==> src/rtl/frame_streamer_pkg.sv <==
// Shared definitions for the frame read-back path.
//   - image geometry defaults (also used by the test-pattern writer)
//   - SRAM/pixel widths and 24-bit RGB colour constants
//   - frame_streamer FSM state encoding
//   - frame_pixels(): W*H evaluated in 32 bits
package frame_streamer_pkg;

  // Geometry defaults shared with the test-pattern writer.
  localparam int unsigned DefImgWidth  = 32;
  localparam int unsigned DefImgHeight = 32;

  localparam int unsigned AddrW  = 18;
  localparam int unsigned WordW  = 32;
  localparam int unsigned PixelW = 24;
  localparam int unsigned CountW = 16;

  // RGB888, red in [23:16].
  localparam logic [PixelW-1:0] ColBlack   = 24'h000000;
  localparam logic [PixelW-1:0] ColWhite   = 24'hFFFFFF;
  localparam logic [PixelW-1:0] ColRed     = 24'hFF0000;
  localparam logic [PixelW-1:0] ColGreen   = 24'h00FF00;
  localparam logic [PixelW-1:0] ColBlue    = 24'h0000FF;
  localparam logic [PixelW-1:0] ColYellow  = 24'hFFFF00;
  localparam logic [PixelW-1:0] ColCyan    = 24'h00FFFF;
  localparam logic [PixelW-1:0] ColMagenta = 24'hFF00FF;

  typedef enum logic [1:0] {
    StIdle  = 2'd0,
    StRead  = 2'd1,
    StDrain = 2'd2,
    StDone  = 2'd3
  } state_e;

  function automatic logic [31:0] frame_pixels(input int unsigned width,
                                               input int unsigned height);
    return 32'(width * height);
  endfunction

endpackage

==> src/rtl/frame_streamer_fifo.sv <==
// stream_fifo: synchronous first-word-fall-through FIFO.
//   clk_i / rst_ni : clock, asynchronous active-low reset
//   push_i, wdata_i: write strobe and data
//   pop_i          : consume the head word (ignored when empty)
//   rdata_o        : head word, valid whenever empty_o is low
//   full_o, empty_o, count_o : occupancy status
// Depth must be a power of two so the pointers wrap naturally.
// A push on a full FIFO is accepted only when a pop happens in the same cycle.
module stream_fifo #(
  parameter int unsigned Width = 24,
  parameter int unsigned Depth = 4
) (
  input  logic                         clk_i,
  input  logic                         rst_ni,
  input  logic                         push_i,
  input  logic [Width-1:0]             wdata_i,
  input  logic                         pop_i,
  output logic [Width-1:0]             rdata_o,
  output logic                         full_o,
  output logic                         empty_o,
  output logic [$clog2(Depth+1)-1:0]   count_o
);

  localparam int unsigned PtrW = (Depth > 1) ? $clog2(Depth) : 1;
  localparam int unsigned CntW = $clog2(Depth + 1);

  logic [Width-1:0] mem_q [Depth];
  logic [PtrW-1:0]  wr_ptr_q, rd_ptr_q;
  logic [CntW-1:0]  count_q;
  logic             do_push, do_pop;

  assign empty_o = (count_q == '0);
  assign full_o  = (count_q == CntW'(Depth));
  assign count_o = count_q;
  assign rdata_o = mem_q[rd_ptr_q];

  assign do_pop  = pop_i && !empty_o;
  assign do_push = push_i && (!full_o || do_pop);

  always_ff @(posedge clk_i or negedge rst_ni) begin
    if (!rst_ni) begin
      for (int i = 0; i < int'(Depth); i++) begin
        mem_q[i] <= '0;
      end
    end else if (do_push) begin
      mem_q[wr_ptr_q] <= wdata_i;
    end
  end

  always_ff @(posedge clk_i or negedge rst_ni) begin
    if (!rst_ni) begin
      wr_ptr_q <= '0;
      rd_ptr_q <= '0;
      count_q  <= '0;
    end else begin
      if (do_push) begin
        wr_ptr_q <= wr_ptr_q + PtrW'(1);
      end
      if (do_pop) begin
        rd_ptr_q <= rd_ptr_q + PtrW'(1);
      end
      case ({do_push, do_pop})
        2'b10:   count_q <= count_q + CntW'(1);
        2'b01:   count_q <= count_q - CntW'(1);
        default: count_q <= count_q;
      endcase
    end
  end

`ifndef SYNTHESIS
  // The upstream credit scheme must make this impossible.
  push_on_full_a: assert property (@(posedge clk_i) disable iff (!rst_ni)
                                   !(push_i && full_o && !pop_i))
    else $error("stream_fifo: push into a full FIFO");
`endif

endmodule

==> src/rtl/frame_streamer.sv <==
// frame_streamer: reads a stored frame back from the 32-bit pixel SRAM and
// emits it as a raster-ordered 24-bit valid/ready pixel stream.
//   clk, reset (async, active low)
//   enable            : level; high in idle starts a frame, low in done returns to idle
//   starting_address  : frame base, pixel k lives at base+1+k (mod 2^18)
//   addr, rden        : SRAM read port, one word per rden cycle
//   data_read         : SRAM data, READ_LATENCY cycles after rden; [23:0] is the pixel
//   pixel_data/valid/ready : output stream
//   sof, eol, eof     : frame/line markers qualifying the head pixel
//   done              : frame fully delivered, held until enable drops
// Reads are credit limited: a read is issued only while words in flight plus
// words buffered stay within FIFO_DEPTH, so backpressure can never overflow
// the FIFO and no pixel is dropped or duplicated.
module frame_streamer
  import frame_streamer_pkg::*;
#(
  parameter int unsigned IMG_WIDTH    = DefImgWidth,
  parameter int unsigned IMG_HEIGHT   = DefImgHeight,
  parameter int unsigned READ_LATENCY = 2,
  parameter int unsigned FIFO_DEPTH   = 4
) (
  input  logic              clk,
  input  logic              reset,
  input  logic              enable,
  input  logic [AddrW-1:0]  starting_address,
  input  logic [WordW-1:0]  data_read,
  output logic [AddrW-1:0]  addr,
  output logic              rden,
  output logic [PixelW-1:0] pixel_data,
  output logic              pixel_valid,
  input  logic              pixel_ready,
  output logic              sof,
  output logic              eol,
  output logic              eof,
  output logic              done
);

  localparam int unsigned FifoCntW = $clog2(FIFO_DEPTH + 1);
  localparam int unsigned CreditW  = $clog2(FIFO_DEPTH + READ_LATENCY + 2) + 1;

  localparam logic [31:0]       TotalPixels = frame_pixels(IMG_WIDTH, IMG_HEIGHT);
  localparam logic [CountW-1:0] LastCol     = CountW'(IMG_WIDTH - 1);
  localparam logic [CountW-1:0] LastRow     = CountW'(IMG_HEIGHT - 1);

  state_e                  state_q;
  logic [AddrW-1:0]        base_q;
  logic [AddrW-1:0]        addr_q;
  logic                    rden_q;
  logic                    done_q;
  logic [CountW-1:0]       rd_count_q;
  logic [CountW-1:0]       out_count_q;
  logic [CountW-1:0]       hcount_q;
  logic [CountW-1:0]       vcount_q;
  logic [READ_LATENCY-1:0] rd_pipe_q;

  logic                    push, pop;
  logic                    start;
  logic                    last_accept;
  logic                    can_issue;
  logic [CreditW-1:0]      inflight_next;
  logic [CreditW-1:0]      credit_used;
  logic [PixelW-1:0]       fifo_head;
  logic                    fifo_empty;
  logic                    unused_fifo_full;
  logic [FifoCntW-1:0]     fifo_count;
  logic                    unused_data_msb;

  assign unused_data_msb = ^data_read[WordW-1:PixelW];

  // -------------------------------------------------------------------------
  // Read-data capture: the delay line follows rden so the word is written
  // exactly READ_LATENCY cycles after its strobe.
  // -------------------------------------------------------------------------
  always_ff @(posedge clk or negedge reset) begin
    if (!reset) begin
      rd_pipe_q <= '0;
    end else begin
      rd_pipe_q[0] <= rden_q;
      for (int i = 1; i < int'(READ_LATENCY); i++) begin
        rd_pipe_q[i] <= rd_pipe_q[i-1];
      end
    end
  end

  assign push = rd_pipe_q[READ_LATENCY-1];

  stream_fifo #(
    .Width (PixelW),
    .Depth (FIFO_DEPTH)
  ) u_fifo (
    .clk_i   (clk),
    .rst_ni  (reset),
    .push_i  (push),
    .wdata_i (data_read[PixelW-1:0]),
    .pop_i   (pop),
    .rdata_o (fifo_head),
    .full_o  (unused_fifo_full),
    .empty_o (fifo_empty),
    .count_o (fifo_count)
  );

  assign pixel_valid = !fifo_empty;
  assign pop         = pixel_valid && pixel_ready;
  assign pixel_data  = pixel_valid ? fifo_head : ColBlack;

  // -------------------------------------------------------------------------
  // Credit: occupancy as it will stand after this edge (reads still in flight
  // plus FIFO contents). A new read is issued only if it fits.
  // -------------------------------------------------------------------------
  always_comb begin
    inflight_next = CreditW'(rden_q);
    for (int i = 0; i < int'(READ_LATENCY) - 1; i++) begin
      inflight_next = inflight_next + CreditW'(rd_pipe_q[i]);
    end
    credit_used = inflight_next + CreditW'(fifo_count) + CreditW'(push) - CreditW'(pop);
  end

  assign can_issue   = (credit_used < CreditW'(FIFO_DEPTH));
  assign start       = (state_q == StIdle) && enable;
  assign last_accept = pop && ((32'(out_count_q) + 32'd1) == TotalPixels);

  // -------------------------------------------------------------------------
  // Control FSM. The first read goes out on the idle->read edge itself, which
  // puts the first pixel on the output READ_LATENCY+1 cycles after start.
  // -------------------------------------------------------------------------
  always_ff @(posedge clk or negedge reset) begin
    if (!reset) begin
      state_q    <= StIdle;
      base_q     <= '0;
      addr_q     <= '0;
      rden_q     <= 1'b0;
      done_q     <= 1'b0;
      rd_count_q <= '0;
    end else begin
      rden_q <= 1'b0;
      unique case (state_q)
        StIdle: begin
          done_q <= 1'b0;
          if (enable) begin
            base_q     <= starting_address;
            addr_q     <= starting_address + AddrW'(1);
            rden_q     <= 1'b1;
            rd_count_q <= CountW'(1);
            state_q    <= (TotalPixels == 32'd1) ? StDrain : StRead;
          end
        end
        StRead: begin
          if (can_issue) begin
            addr_q     <= base_q + AddrW'(1) + AddrW'(rd_count_q);
            rden_q     <= 1'b1;
            rd_count_q <= rd_count_q + CountW'(1);
            if ((32'(rd_count_q) + 32'd1) == TotalPixels) begin
              state_q <= StDrain;
            end
          end
        end
        StDrain: begin
          if (last_accept) begin
            done_q  <= 1'b1;
            state_q <= StDone;
          end
        end
        StDone: begin
          if (!enable) begin
            done_q  <= 1'b0;
            state_q <= StIdle;
          end
        end
        default: state_q <= StIdle;
      endcase
    end
  end

  // -------------------------------------------------------------------------
  // Output position counters, advanced only on accept.
  // -------------------------------------------------------------------------
  always_ff @(posedge clk or negedge reset) begin
    if (!reset) begin
      out_count_q <= '0;
      hcount_q    <= '0;
      vcount_q    <= '0;
    end else if (start) begin
      out_count_q <= '0;
      hcount_q    <= '0;
      vcount_q    <= '0;
    end else if (pop) begin
      out_count_q <= out_count_q + CountW'(1);
      if (hcount_q == LastCol) begin
        hcount_q <= '0;
        vcount_q <= (vcount_q == LastRow) ? '0 : vcount_q + CountW'(1);
      end else begin
        hcount_q <= hcount_q + CountW'(1);
      end
    end
  end

  // Markers describe the head pixel, so they hold with it under backpressure.
  assign sof = pixel_valid && (hcount_q == '0) && (vcount_q == '0);
  assign eol = pixel_valid && (hcount_q == LastCol);
  assign eof = eol && (vcount_q == LastRow);

  assign addr = addr_q;
  assign rden = rden_q;
  assign done = done_q;

endmodule

==> config.mk <==
export PLATFORM = sky130hd
export DESIGN_NAME = frame_streamer
export DESIGN_NICKNAME = d
export VERILOG_FILES = /design/src/rtl/frame_streamer_pkg.sv /design/src/rtl/frame_streamer_fifo.sv /design/src/rtl/frame_streamer.sv
export SDC_FILE = /design/constraint.sdc
export NUM_CORES = 1
export LEC_CHECK = 0
export ABC_AREA = 1
export BUFFER_PORTS_ARGS = -buffer_cell sky130_fd_sc_hd__buf_4
export CAP_MARGIN = 20
export CORE_ASPECT_RATIO = 0.7
export CORE_UTILIZATION = 40
export DETAILED_ROUTE_END_ITERATION = 10
export GPL_TIMING_DRIVEN = 0
export SLEW_MARGIN = 20
export SYNTH_ARGS = -nofsm -noshare
export SYNTH_HDL_FRONTEND = slang
export SYNTH_SLANG_ARGS = --single-unit
export TNS_END_PERCENT = 50
==> constraint.sdc <==
create_clock -name clk -period 3 [get_ports clk]
set_clock_uncertainty 0.05 [all_clocks]
set_input_delay 0.45 -clock clk [delete_from_list [all_inputs] [get_ports clk]]
set_output_delay 0.45 -clock clk [all_outputs]
set_load 0.03 [all_outputs]
* Word-level counts from Yosys, hierarchy flattened
Index checks and enable logic that the tools add are counted.
** Storage, ports and cells
- Register bits after elaboration :: 209
- Bits in latches :: 0
- RAM bits :: 0
- Bits in read-only memories :: 0
- Input port bits :: 54
- Output and inout port bits :: 48
- Word-level logic and storage cells :: 117
- Memories kept :: 0
** Operators by class
- Add/sub/neg operators :: 17
- Multiply operators :: 0
- Div/mod/pow operators :: 0
- Order comparisons :: 4
- Equal/unequal tests :: 15
- Shifts and indexed selects :: 0
- Multiplexer cells :: 35
- Bitwise operators :: 2
- Reduce and logical (&&, ||, !) cells :: 27
** Operators with widths (count)
- $mux W16 :: 11
- $bwmux W96 :: 1
- $mux W24 :: 4
- $add A16 B1 Y16 const B :: 4
- $bmux W24 S2 :: 1
- $demux W24 S2 :: 1
- $add A18 B1 Y18 const B :: 2
- $mux W18 :: 2
- $pmux W18 S2 :: 1
- $add A16 B1 Y17 const B :: 2
- $eq A17 B11 Y1 const B :: 2
- $eq A16 B5 Y1 const B :: 2
- $logic_not A16 Y1 :: 2
- $pmux W16 S2 :: 1
- $add A18 B16 Y18 :: 1
- $logic_and A1 B1 Y1 :: 10
- $mux W2 :: 5
- $ne A2 B2 Y1 const B :: 5
- $pmux W2 S4 :: 1
- $reduce_bool A2 Y1 :: 4
- $eq A2 B2 Y1 const B :: 3
- $ge A3 B3 Y1 const B :: 2
- $not A2 Y3 :: 2
- $pmux W3 S2 :: 1
- 22 further kinds :: 30

* Depth between registers and ports, before layout
Gate-level depths: netlist of the first run.
- Depth in word-level cells :: 8
- Mapped depth :: 18
- Gate-level depth less buffers :: 18

* By module
A second synthesis of the first run with hierarchy kept.
** Unflattened totals
- Cells, all modules :: 1649
- Area, all modules :: 12300.5 um^2
** Modules (own cells, without submodules)
- frame_streamer :: instances 1, cells each 1036, area an instance 7236.9 um^2, sequential area each 2652.5 um^2
- stream_fifo :: instances 1, cells each 613, area an instance 5063.6 um^2, sequential area each 2577.5 um^2

* Least setup slack after synthesis of the first run
Ideal clock, no wire load.
- Path type :: flip-flop to flip-flop
- From :: register u_fifo.count_q[0] (netlist: u_fifo.count_o[0])
- To :: register addr_q[12] (netlist: addr[12])
- Setup time :: 0.124 ns
- Arrival time :: 3.050 ns
- Data required time :: 2.826 ns
- Setup slack :: -0.224 ns
- Cell stages (with the launch flop) :: 18
- Path buffers :: 1
- Period minus slack after synthesis :: 3.224 ns
- Cells stage by stage :: dfrtp_1 nor2_1 nand2_2 inv_2 nor2_8 ha_1 inv_1 fa_1 ha_1 nand3_1 nand2_1 xor2_1 nor2_1 o22ai_1 a21oi_1 buf_2 or2_2 a21boi_1
** Between the ends
- Word-level cells in the longest chain between the ends :: 7
- Elaborated cells on any way between the ends :: 9
- Classes of those cells :: add/sub: 3; order compare: 1; eq/ne: 1; reduce/logical: 4
** RTL lines
- from (decl) :: RTL line frame_streamer_fifo.sv:29 : logic [CntW-1:0] count_q;
- from (signal assigned) :: RTL line frame_streamer_fifo.sv:63 : 2'b10: count_q <= count_q + CntW'(1);
- from (signal assigned) :: RTL line frame_streamer_fifo.sv:64 : 2'b01: count_q <= count_q - CntW'(1);
- from (signal assigned) :: RTL line frame_streamer_fifo.sv:65 : default: count_q <= count_q;
- $logic_not A3 Y1 :: RTL line frame_streamer_fifo.sv:32 : assign empty_o = (count_q == '0);
- $logic_not A1 Y1 :: RTL line frame_streamer.sv:102 : assign pixel_valid = !fifo_empty;
- via pixel_valid :: RTL line frame_streamer.sv:30 : output logic pixel_valid,
- $logic_and A1 B1 Y1 :: RTL line frame_streamer.sv:103 : assign pop = pixel_valid && pixel_ready;
- $sub A4 B1 Y4 :: RTL line frame_streamer.sv:115 : credit_used = inflight_next + CreditW'(fifo_count) + CreditW'(push) - CreditW'(pop);
- $lt A4 B3 Y1 :: RTL line frame_streamer.sv:118 : assign can_issue = (credit_used < CreditW'(FIFO_DEPTH));
- $ne A2 B2 Y1 (no line)
- $reduce_and A3 Y1 (no line)
- to (signal assigned) :: RTL line frame_streamer.sv:141 : addr_q <= starting_address + AddrW'(1);
- to (signal assigned) :: RTL line frame_streamer.sv:149 : addr_q <= base_q + AddrW'(1) + AddrW'(rd_count_q);
- to (decl) :: RTL line frame_streamer.sv:47 : logic [AddrW-1:0] addr_q;
The timed path passes the listed nets, and every way through them passes these cells.
A chain may end at the register's enable or synchronous reset.

* Final worst setup path of the first run
- From :: register u_fifo.count_q[0] (netlist: u_fifo.count_o[0])
- To :: register addr_q[9] (netlist: addr[9])
** Between the ends
- Word-level cells in the longest chain between the ends :: 7
- Elaborated cells on any way between the ends :: 9
- Classes of those cells :: add/sub: 3; order compare: 1; eq/ne: 1; reduce/logical: 4
** RTL lines (RTL line)
- branches (longest 3 deep; another with $add A2 B3 Y4)
- $sub A4 B1 Y4 * :: frame_streamer.sv:115
- $lt A4 B3 Y1 * :: frame_streamer.sv:118
- $ne A2 B2 Y1 (no line) *
- $reduce_and A3 Y1 (no line) *
Mark *: on every way between the ends.

==> results.cfg, run 1 <==
[timing]
worst_slew_pin_slew_ns = 0.7425
post-route-min-period_ns = 2.972
setup_viol_count_final = 0
timing.final.max_slew_violations = 0
final-hold-violation-count = 0
fin_crit_sh = 0.9905
fin_hold_ws_ns = 0.09142
rsz0062_at_grt = true
max_slew_margin = 0.5050
fmax_ghz = 0.3365
setup_tns_ns = 0

[synthesis]
syn_nets = 1578
synthTopCellsByArea = dfrtp_1 (44%), nand2_1 (9.5%), o21ai_0 (7.6%)
synth_edf_count = 0
synth_cells = 1482
yosysUniqueCellTypes = 50
yosysWarnings = 0
async_flop_share = 1.000
ys_seq_area_frac = 0.4418
avgSynthCellArea_sq_um = 7.988
synth_most_common_cell = nand2_1
yosys.area.top_type = dfrtp_1
yosys.area.top_type_share = 0.4418
ys_ff_latch = 209
synth_ff_type = dfrtp_1
mappedNetlistArea_sq_um = 11840
yosys-top-cells-count = nand2_1 (299), dfrtp_1 (209), inv_1 (182)

[critical_path]
cp-end-kind = flop
start_kind = flop
crit_fanout = 7
path_class = flop to flop
cp.required_ns = 3.41
cp.arrival_ns = 3.38

[floorplanning]
die_h_microns = 145.9
coreArea_sq_um = 29020
rows = 52
dieArea_sq_um = 30300
io_pins = 102
start_util = 0.4079
die_w_microns = 207.6

[cts]
cts_tree = built
h-tree-depth = 1
numCtsBuffers = 24
cts_root_buf = clkbuf_16
clkTransAtPathRegs_ns = 0.06
clock_latency_ns = 0.53
cts.sinks = 209
clk_path_buf_depth = 3

[outcome]
status = complete, no violations

[detailed_routing]
drt_iter0_drc = 825
dr.pass1.iters = 6
drc = 0
wl_per_cell_microns = 16.19
vias = 10480
vias_per_cell = 5.206
drt-total-wl_microns = 32590
ant_nets = 0

[power]
p_leak_nw = 6.646
ir_drop_mv = 0.7232
total_power_mw = 15.50
p_per_area_nw_per_um2 = 1084

[global_route]
grt_pass1_vias = 9881
grt_pass1_wl_microns = 52870
grt_antenna_before_repair = 0
grt_overflow = 0
grt_max_degree = 92
track_usage = 0.2161

[layout]
final_cells = 2013
area_growth_pct = 20.73
stdcell_area_sq_um = 14290
drive_gt1_frac = 0.1798
nets = 1714
num_antenna_cells = 0

[place]
place_congestion = 0.8928
dp_hpwl_microns = 23300
portBuffers = 93
dpl_cell_area_sq_um = 13110
placedCellCount = 1955

[worst_hold_path]
hold_class = input pin to flop

[flow_run]
cap_violations = 0
[registers in the layout, summed over array words and instances (netlist names), 3 cells and up]
name	cells
addr	18
out_count_q	16
base_q	18
rd_count_q	16
u_fifo.mem_q	96
u_fifo.count_o	3
hcount_q	16
vcount_q	16
[timing repair]
item	4_1_cts	5_1_grt
cloned	3	0
pin swaps	8	1
hold buffers	1	0
hold endpoints to repair	27	0
setup buffers	7	4
resized for setup	31	42
endpoints found under the setup margin	46	53
[power by group]
| group | leakage, nW | switching [mW] | internal [mW] | total (mW) |
|---|---|---|---|---|
| combinational | 3.60 | 4.95 | 3.02 | 7.97 |
| clock | 0.404 | 1.23 | 1.86 | 3.09 |
| sequential | 2.64 | 0.548 | 3.89 | 4.44 |
| total | 6.65 | 6.72 | 8.78 | 15.5 |
[placed cells by master, fill, tap and decap left out, types with 4 or more instances in the layout]
cell type,synthesis,layout
nor2_4,3,6
o21ai_2,1,4
inv_1,182,180
buf_2,9,6
a21oi_2,1,4
nor2_1,100,96
buf_6,0,4
nor4_1,6,6
nand2_4,0,4
nand2_2,7,10
dfrtp_1,209,208
clkbuf_8,0,6
nor3_1,25,25
clkbuf_2,1,5
nand3_1,69,68
xnor2_1,5,5
nand4_1,33,33
mux2_2,48,48
buf_4,6,109
clkbuf_16,0,24
a21oi_1,116,112
o21ai_1,3,4
nand2_1,299,292
ha_1,39,37
or2_2,7,4
o22ai_1,21,20
inv_2,8,8
a22o_1,4,4
clkbuf_1,33,34
o21ai_0,179,174
nor2_2,9,10
xor2_1,19,18
[worst max-delay path, cell delays in order (launching register included)]
cell and delay, ns:
dfrtp_2 0.42, nor2_4 0.14, nand2_4 0.08, inv_8 0.07, nor2_8 0.03, ha_4 0.26, inv_2 0.03, fa_2 0.34
ha_4 0.27, nand3_2 0.05, nand2_2 0.08, xor2_2 0.18, nor2_4 0.06, o22ai_4 0.16, inv_2 0.10, o21ai_4 0.17
buf_6 0.21, nor2_4 0.04, a2bb2oi_2 0.13
[area by class of cell]
cell class	instances	area, sq um
tap	378	473.0
inverter	190	723.2
multi-input combinational	1030	5863
buffer	53	285.3
fill	2808	14730
clock inverter	8	133.9
timing repair buffer	110	889.6
sequential	209	5231
clock buffer	35	691.9
[per-stage QoR]
step	util	worst slack, ns
after floorplan	-	-0.01307
after global placement	0.4498	-0.5858
after detailed placement	0.4519	-0.6431
after CTS	0.4873	-0.01206
after global routing	0.4925	-0.1090
final	0.4925	0.02848
[final timing paths]
| kind | depth (start not counted) | startpoint | slack, ns | endpoint |
|---|---|---|---|---|
| worst max-delay path | 18 | u_fifo.count_o[0] | 0.03 | addr[9] |
| worst min-delay path | 3 | starting_address[1] | 0.09 | base_q[1] |
| worst max register to register | 18 | u_fifo.count_o[0] | 0.03 | addr[9] |
| worst min register to register | 0 | rd_pipe_q[0] | 0.34 | rd_pipe_q[1] |
| max in group asynchronous | 3 | reset | 1.84 | rd_count_q[15] |
| min in group asynchronous | 2 | reset | 0.32 | u_fifo.mem_q[43] |
[cell families (layout without fill, tap and decap cells)]
group,after synthesis,count (layout),synth area share
and+or+nand+nor,567,567,0.2115
AOI/OAI and AO/OA,348,348,0.1561
buffers and inverters,243,396,0.08001
DFF,209,209,0.4418
muxes,49,49,0.04651
adders and majority gates,42,42,0.04630
xor gates and xnor gates,24,24,0.01776
[routing by layer]
layer	up-vias	GRT usage	routed length, microns
met5	-	0	0
met4	0	0.03630	374
met3	28	0.03992	2113
met2	278	0.3157	13650
met1	4982	0.3341	16460
li1	5192	-	-
No activity file was read; power rests on OpenSTA's default activity.
==> inputs of run 2 (changes only) <==
SYNTH_HIERARCHICAL = 1   (was not set)
==> results.cfg, run 2 <==
[cts]
h-tree-depth = 1
cts_root_buf = clkbuf_16
clkTransAtPathRegs_ns = 0.06
cts.sinks = 209
cts_tree = built
clk_path_buf_depth = 3
numCtsBuffers = 24
clock_latency_ns = 0.53

[flow_run]
cap_violations = 0

[global_route]
track_usage = 0.2518
grt_antenna_before_repair = 0
grt_pass1_wl_microns = 62110
grt_max_degree = 84
grt_pass1_vias = 11285
grt_overflow = 0

[critical_path]
cp.required_ns = 3.37
cp.arrival_ns = 3.37
cp-end-kind = flop
r2r_cells = 19
crit_fanout = 5
path_class = flop to flop
start_kind = flop

[floorplanning]
die_w_microns = 211.6
die_h_microns = 148.7
io_pins = 102
coreArea_sq_um = 30110
dieArea_sq_um = 31460
rows = 53
start_util = 0.4084

[detailed_routing]
drt-total-wl_microns = 39040
drt_iter0_drc = 1121
vias_per_cell = 5.416
ant_nets = 0
dr.pass1.iters = 7
drc = 0
vias = 12007
wl_per_cell_microns = 17.61

[layout]
layout_commonest_cell = nand2_1
largest_reg_flops = 96
stdcell_area_sq_um = 14840
layout_common_cells = nand2_1 (449), dfrtp_1 (208), nor2_1 (169)
num_antenna_cells = 0
drive_gt1_frac = 0.1524
fillers = 3054
nets = 1882
final_cells = 2217
area_growth_pct = 20.66
top_register = u_fifo/mem_q
final_util = 0.4928

[timing]
setup_viol_count_final = 2
final-hold-violation-count = 0
worst_slew_pin_slew_ns = 0.7165
rsz0062_at_grt = true
max_slew_margin = 0.5223
fin_crit_sh = 1.002
fmax_ghz = 0.3328
timing.final.max_slew_violations = 0
setup_slack_ns = -0.005116
post-route-min-period_ns = 3.005

[power]
ir_drop_mv = 0.5843
p_per_area_nw_per_um2 = 1117
total_power_mw = 16.58
p_leak_nw = 7.166

[outcome]
failed_checks = negative setup slack
status = complete, but fails checks

[worst_hold_path]
hold_class = input pin to flop
whs_path_depth = 3

[synthesis]
mappedNetlistArea_sq_um = 12300
yosysWarnings = 6
avgSynthCellArea_sq_um = 7.461
syn_nets = 1743
synth_cells = 1648

[place]
dp_hpwl_microns = 27610
placedCellCount = 2155
dpl_cell_area_sq_um = 13630
place_congestion = 0.9109
portBuffers = 93
run 2: through the flow:
| stage | TNS [ns] | setup WS [ns] | hold WS (ns) |
|---|---|---|---|
| after CTS | 0 | 0.007302 | 0.08516 |
| after detailed placement | -17.60 | -0.7241 | 0.3110 |
| after global placement | -57.52 | -0.6349 | 0.3069 |
| after floorplan | -1.421 | -0.1313 | 0.1044 |
| final | -0.008675 | -0.005116 | 0.1130 |
| after global routing | -3.037 | -0.1575 | 0.1265 |
run 2: layout make-up:
cell class              instances  area, sq um  share of cell area
multi-input cells            1204         6265              0.4223
flip-flops and latches        209         5231              0.3526
repair buffers                115        948.4             0.06393
clock buffers                  31        688.2             0.04639
inverters                     155        610.6             0.04116
well taps                     412        515.5             0.03475
plain buffers                  78        445.4             0.03002
clock inverters                13        131.4            0.008856
run 2: critical path, cell delays in order (launching register included):
cell     delay, ns
dfrtp_1       0.41
nor2_4        0.13
nand2_2       0.08
inv_4         0.09
inv_8         0.04
nand2_8       0.06
inv_8         0.04
ha_4          0.25
inv_2         0.03
fa_2          0.34
ha_4          0.27
nand3_2       0.05
nand2_2       0.08
xnor2_2       0.13
a21oi_2       0.08
nor2_2        0.15
o21ai_4       0.11
buf_8         0.17
buf_6         0.12
a22o_1        0.20
run 2: worst paths after layout:
path,start,slack (ns),endpoint
min reg2reg,rd_pipe_q[0],0.32,rd_pipe_q[1]
min in group asynchronous,reset,0.35,u_fifo/mem_q[80]
max in group asynchronous,reset,1.39,vcount_q[12]
max reg2reg,u_fifo/count_o[1],-0.005,rd_count_q[4]
max,u_fifo/count_o[1],-0.005,rd_count_q[4]
min,starting_address[6],0.11,base_q[6]
run 2: metal layers:
metal	share of wire	wire, microns	global-route usage	vias to the layer above
li1	-	-	-	5773
met1	0.49	19150	0.3991	5741
met2	0.40	15790	0.3521	452
met3	0.090	3530	0.04455	41
met4	0.014	560	0.05072	0
met5	0	0	0	-
run 2: power breakdown:
group	internal [mW]	leakage (nW)	switching [mW]
sequential	3.90	2.67	0.790
combinational	3.11	4.09	5.72
clock	1.80	0.404	1.26
total	8.81	7.17	7.77
run 2: timing repair:
item,4_1_cts,5_1_grt
pin swaps,11,3
endpoints found under the hold margin,44,0
resized for setup,24,37
buffers inserted,13,3
setup endpoints to repair,37,41
cloned,1,2
hold buffers,1,0
